`config.mk`:
```
export PLATFORM = sky130hd
export DESIGN_NAME = sobel_raster_writer
export DESIGN_NICKNAME = d
export VERILOG_FILES = /design/src/rtl/sobel_raster_writer.sv
export SDC_FILE = /design/constraint.sdc
export NUM_CORES = 1
export LEC_CHECK = 0
export BUFFER_PORTS_ARGS = -buffer_cell sky130_fd_sc_hd__buf_4
export CORE_MARGIN = 10
export CORE_UTILIZATION = 30
export DETAILED_ROUTE_END_ITERATION = 16
export GPL_ROUTABILITY_DRIVEN = 0
export PLACE_DENSITY_LB_ADDON = 0.12
export SKIP_LAST_GASP = 1
export SYNTH_ARGS = -nofsm -noshare
export SYNTH_HDL_FRONTEND = slang
export SYNTH_SLANG_ARGS = --single-unit
```
`constraint.sdc`:
```
create_clock -name clk -period 5.7 [get_ports clk]
set_input_delay 0.855 -clock clk [delete_from_list [all_inputs] [get_ports clk]]
set_output_delay 0.855 -clock clk [all_outputs]
set_load 0.01 [all_outputs]
```
`src/rtl/sobel_raster_writer.sv`:
```
// sobel_raster_writer: writes Sobel results to the frame buffer at window centers; SOBEL_BORDER_ZERO_EN adds a border-zeroing walk per frame
module sobel_raster_writer #(
  parameter int WORD_SIZE = 8,
  parameter int ROW_SIZE = 10,
  parameter int NUM_ROWS = 10,
  parameter int BUFFER_SIZE = 3,
  localparam int ADDR_W = $clog2(ROW_SIZE*NUM_ROWS)
) (
  input  logic                 clk,
  input  logic                 reset,
  input  logic                 in_valid,
  input  logic [WORD_SIZE-1:0] in_data,
  output logic                 in_ready,
  output logic                 mem_we,
  output logic [ADDR_W-1:0]    mem_addr,
  output logic [WORD_SIZE-1:0] mem_wdata,
  output logic                 frame_done
);
  localparam int B = (BUFFER_SIZE-1)/2;
  localparam int CW = $clog2(ROW_SIZE);
  localparam int RW = $clog2(NUM_ROWS);
  logic [CW-1:0] c_q, c_d;
  logic [RW-1:0] r_q, r_d;
  logic mem_we_d, frame_done_d, xfer, adv, c_end, last, full;
  logic [ADDR_W-1:0] mem_addr_d, waddr;
  logic [WORD_SIZE-1:0] mem_wdata_d;
  assign xfer = in_valid && in_ready;
  assign c_end = int'(c_q) == ROW_SIZE-1;
  assign last = c_end && int'(r_q) == NUM_ROWS-1;
  assign full = int'(r_q) >= BUFFER_SIZE-1 && int'(c_q) >= BUFFER_SIZE-1;
  assign waddr = ADDR_W'((int'(r_q)-B)*ROW_SIZE + int'(c_q) - B);
`ifdef SOBEL_BORDER_ZERO_EN
  localparam logic [0:0] STREAM = 1'b0;
  localparam logic [0:0] BORDER = 1'b1;
  logic [0:0] st_q, st_d;
  logic [ADDR_W-1:0] k_q, k_d;
  logic walk, on_border;
  // r/c are both 0 on entry to BORDER, so they double as the walk's row/col of k
  assign walk = st_q == BORDER;
  assign on_border = int'(r_q) < B || int'(r_q) >= NUM_ROWS-B || int'(c_q) < B || int'(c_q) >= ROW_SIZE-B;
  assign in_ready = !reset && !walk;
  assign adv = xfer || walk;
  always_comb begin
    st_d = walk ? (last ? STREAM : BORDER) : (xfer && last ? BORDER : STREAM);
    k_d = walk && !last ? k_q + 1'b1 : '0;
    mem_we_d = walk ? on_border : xfer && full;
    mem_addr_d = walk ? k_q : waddr;
    mem_wdata_d = walk ? '0 : in_data;
    frame_done_d = walk && last;
  end
  always_ff @(posedge clk) begin
    st_q <= reset ? STREAM : st_d;
    k_q <= reset ? '0 : k_d;
  end
`else
  assign in_ready = !reset;
  assign adv = xfer;
  always_comb begin
    mem_we_d = xfer && full;
    mem_addr_d = waddr;
    mem_wdata_d = in_data;
    frame_done_d = xfer && last;
  end
`endif
  always_comb begin
    c_d = adv ? (c_end ? '0 : c_q + 1'b1) : c_q;
    r_d = adv && c_end ? (last ? '0 : r_q + 1'b1) : r_q;
  end
  always_ff @(posedge clk) begin
    if (reset) begin
      c_q <= '0;
      r_q <= '0;
      mem_we <= 1'b0;
      mem_addr <= '0;
      mem_wdata <= '0;
      frame_done <= 1'b0;
    end else begin
      c_q <= c_d;
      r_q <= r_d;
      mem_we <= mem_we_d;
      mem_addr <= mem_addr_d;
      mem_wdata <= mem_wdata_d;
      frame_done <= frame_done_d;
    end
  end
endmodule
```
Word-level counts from Yosys, hierarchy flattened
Cells that the tools add are included.
Operators by class
  $add $sub $neg: 5
  $mul: 1
  order comparisons: 2
  equal/unequal tests: 2
  mux-type cells: 2
  reduce and logical (&&, ||, !) cells: 7
Operators by type and width (number)
  $add 4x1->4 const B: 2
  $eq 4x4->1 const B: 2
  $ge 4x2->1 const B: 2
  $mux 4: 2
  $add 7x5->7: 1
  $sub 7x2->7 const B: 1
  $logic_and 1x1->1: 6
  $mul 5x4->6 const B: 1
  $sub 4x1->5 const B: 1
  $logic_not 1->1: 1
Word-level totals
  register bits after elaboration: 25
  input bits: 11
  output and inout bits: 18
  word-level logic and storage cells: 25

Depth between registers and ports, before layout
  depth after elaboration: 4
  gate-level depth with buffers: 12
  gate-level depth less buffers: 12

Worst setup path before layout
No wires, ideal clock.
  kind: register -> register
  from: register r_q[0]
  to: register mem_addr[6]
  library setup time: 0.123 ns
  arrival: 2.855 ns
  data required time: 5.577 ns
  slack: 2.722 ns
  stages on the path, launching flop included: 13
  path buffers: 0
  period minus slack after synthesis: 2.978 ns
  cells stage by stage: dfxtp_1 inv_1 ha_1 inv_1 ha_1 ha_1 inv_1 fa_1 ha_1 inv_1 a221o_1 and3_1 mux2_1
On the way
  cells in the longest elaborated chain, start to end: 4
RTL lines
  start, declared: RTL line 23  | logic [RW-1:0] r_q, r_d;
  start signal, assigned: RTL line 79  | r_q <= r_d;
  $sub 4x1->5: RTL line 31  | assign waddr = ADDR_W'((int'(r_q)-B)*ROW_SIZE + int'(c_q) - B);
  $mul 5x4->6: RTL line 31
  $add 7x5->7: RTL line 31
  $sub 7x2->7: RTL line 31
  end signal, assigned: RTL line 81  | mem_addr <= mem_addr_d;
  end, declared: RTL line 15  | output logic [ADDR_W-1:0] mem_addr,
No other way between the ends.
A chain may end at the register's enable or synchronous reset.

Worst setup path after layout
Ends and elaborated chain as after synthesis.

==> impl_metrics.toml <==
[global_route]
antenna_found_initial = 0
grt_pass1_wl_mm = 4.574
grt_max_degree = 28
overflow = 0
grt_pass1_vias = 1082
grt_usage_pct = 7.342

[cts]
clockBufferDepth = 2
clock_sinks = 25
clkTransAtPathRegs_ps = 80
clock_latency_ps = 260
cts_setup_buffers = 0
cts_tree = "built"
root_buffer = "clkbuf_8"
numCtsBuffers = 3
cts-resized-gates = 0
htree_levels = 1
holdBufCountCts = 0

[finish]
multi_input_area_sq_um = 689.4
syn_to_final_growth_pct = 22.58
mostFrequentLayoutCells = "buf_4, dfxtp_1, inv_1"
n_antenna_cell = 0
num-nets-final = 199
layout-drive-gt1-share_pct = 20.00
final_util_pct = 38.73
regArea_sq_um = 500.5
layout_commonest_cell = "buf_4"
num-fill-cells = 429

[sta]
fin_setup_tns_ps = 0
min_period_ps = 3218
min_period_over_period_pct = 56.45
finClkSkew_ps = 0.8463
finalHoldViolCount = 0
fmax_mhz = 310.8
worstMarginPinSlew_ps = 556.6
drv_slew = 0
rsz0062_at_grt = "no"
slew_headroom_pct = 62.55
setup_viol = 0

[placement]
portBuffers = 28
hpwlAfterDp_mm = 2.011

[route]
postRouteAntennaNets = 0
finalWirelength_mm = 2.555
wl_per_cell_um = 11.61
drt_iter0_drc = 48
vias = 982
drt-vias-per-instance = 4.464
drc = 0
dr.pass1.iters = 4

[pwr]
switching_power_mw = 0.06977
power.density_nw_per_um2 = 201.9
p_int_mw = 0.2498
finalPower_mw = 0.3196
p_comb_share_pct = 10.1
seqPwrFrac_pct = 58.2
switching_share_pct = 21.83
leakagePower_nw = 0.6919
clock_power_share_pct = 31.7
peakVddDrop_mv = 0.1183

[floorplan]
fp.dieH_um = 85.61
coreArea_sq_um = 4086
fp.dieW_um = 85.61
die_area_sq_um = 7328
io-pin-count = 29
initial_core_util_pct = 31.60
num_rows = 23

[run_status]
status = "finished, final reports clean"

[worst_setup_path]
slowest_delay_ps = 480
critical_path.top_delay_family = "adder cells"
crit_fanout = 8
worstPathArrival_ps = 3370
startpoint_type = "flop"
reg2reg_depth = 12
required_ps = 5850
r2r_slack_ps = 2480
critPathCaptureType = "flop"
r2r-start = "r_q[0]"
critPathBufInv = 4
timing_worst_setup_path_type = "reg -> reg"
crit_chain = "inv_1, ha_1, inv_1, ha_1, ha_1, inv_1, fa_1, ha_1, inv_1, a221o_1, and3_1, mux2_1"
r2r_end = "mem_addr[6]"
slowest_stage = "dfxtp_1"

[worst_hold_path]
min_to = "mem_addr[0]"
hold_path_class = "reg -> reg"
hold_depth = 1
hold_start = "c_q[0]"

[logic_synthesis]
synth_area_sq_um = 1291
synth_seq_area_share_pct = 38.76
syn-num-nets = 171
syn_inst = 143
yosysWarnings = 0
ys.flop_type = "dfxtp_1"
ys_ff_latch = 25
synth_enable_flop_cells = 0
syn_area_per_cell_sq_um = 9.030
yosysUniqueCellTypes = 31
async_flop_share_pct = 0

[job]
maxCapViolCount = 0
[per-layer routing]
layer  share of wire [%]  global-route usage, %  up-vias  routed length (um)
met4                0.67                  1.497        0                  17
li1                    -                      -      515                   -
met1                  45                  8.043      439                1145
met2                  46                  12.60       26                1185
met5                   0                      0        -                   0
met3                 8.1                  3.500        2                 206
[synthesized netlist by cell type (2+ instances only)]
cell type	instances	area, sq um
nor3_1	4	20.02
fa_1	2	40.04
nor4_1	2	12.51
ha_1	15	187.7
nor2b_1	9	56.30
and3_1	2	12.51
o21ai_1	2	10.01
nor2_1	15	56.30
dfxtp_1	25	500.5
clkbuf_1	4	15.01
inv_1	19	71.32
nand3_1	4	20.02
a21oi_1	10	50.05
nand2_1	5	18.77
xnor2_1	5	43.79
xor2_1	5	43.79
[sequential cells by signal, indices dropped and copies added (netlist names)]
| signal | count |
|---|---|
| mem_we | 1 |
| r_q | 4 |
| mem_wdata | 8 |
| frame_done | 1 |
| c_q | 4 |
| mem_addr | 7 |
[cell families after synthesis]
| kind of cell | after synthesis | synth area share (%) |
|---|---|---|
| adders and majority gates | 18 | 18.41 |
| xor gates and xnor gates | 11 | 8.043 |
| muxes | 1 | 0.8720 |
| buffers and inverters | 25 | 7.848 |
| and+or+nand+nor | 48 | 19.38 |
| DFF | 25 | 38.76 |
| AOI/OAI and AO/OA | 15 | 6.687 |
[per-stage QoR]
step / area [sq um] / hold slack, ps / std cells / worst slack, ps
2_1_floorplan: 1291 / 452.2 / 143 / 2722
3_3_place_gp: 1538 / 489.0 / 216 / 2598
3_5_place_dp: 1538 / 498.1 / 216 / 2461
4_1_cts: 1583 / 521.7 / 220 / 2455
5_1_grt: 1583 / 552.0 / 220 / 2282
6_report: 1583 / 509.5 / 220 / 2482
[worst max path at each step]
stage	from	end	depth (start not counted)
2_1_floorplan	r_q[0]	mem_addr[6]	12
3_3_place_gp	r_q[0]	mem_addr[6]	12
3_5_place_dp	r_q[0]	mem_addr[6]	12
4_1_cts	r_q[0]	mem_addr[6]	12
5_1_grt	r_q[0]	mem_addr[6]	12
6_report	r_q[0]	mem_addr[6]	12
[power groups by stage]
stage	registers, mW	logic, mW	clock network (mW)
floorplan	0.192	0.0129	0
global placement	0.190	0.0328	0
detailed placement	0.190	0.0331	0
CTS	0.186	0.0333	0.108
global route	0.187	0.0364	0.116
finish	0.186	0.0322	0.101
[layout make-up]
type                            instances  share of cell area (%)
Clock buffer                            4                   2.846
Inverter                               20                   4.743
Multi-Input combinational cell         93                   43.56
Sequential cell                        25                   31.62
Tap cell                               50                   3.953
Timing Repair Buffer                   28                   13.28
(Power assumes the default switching activity.)
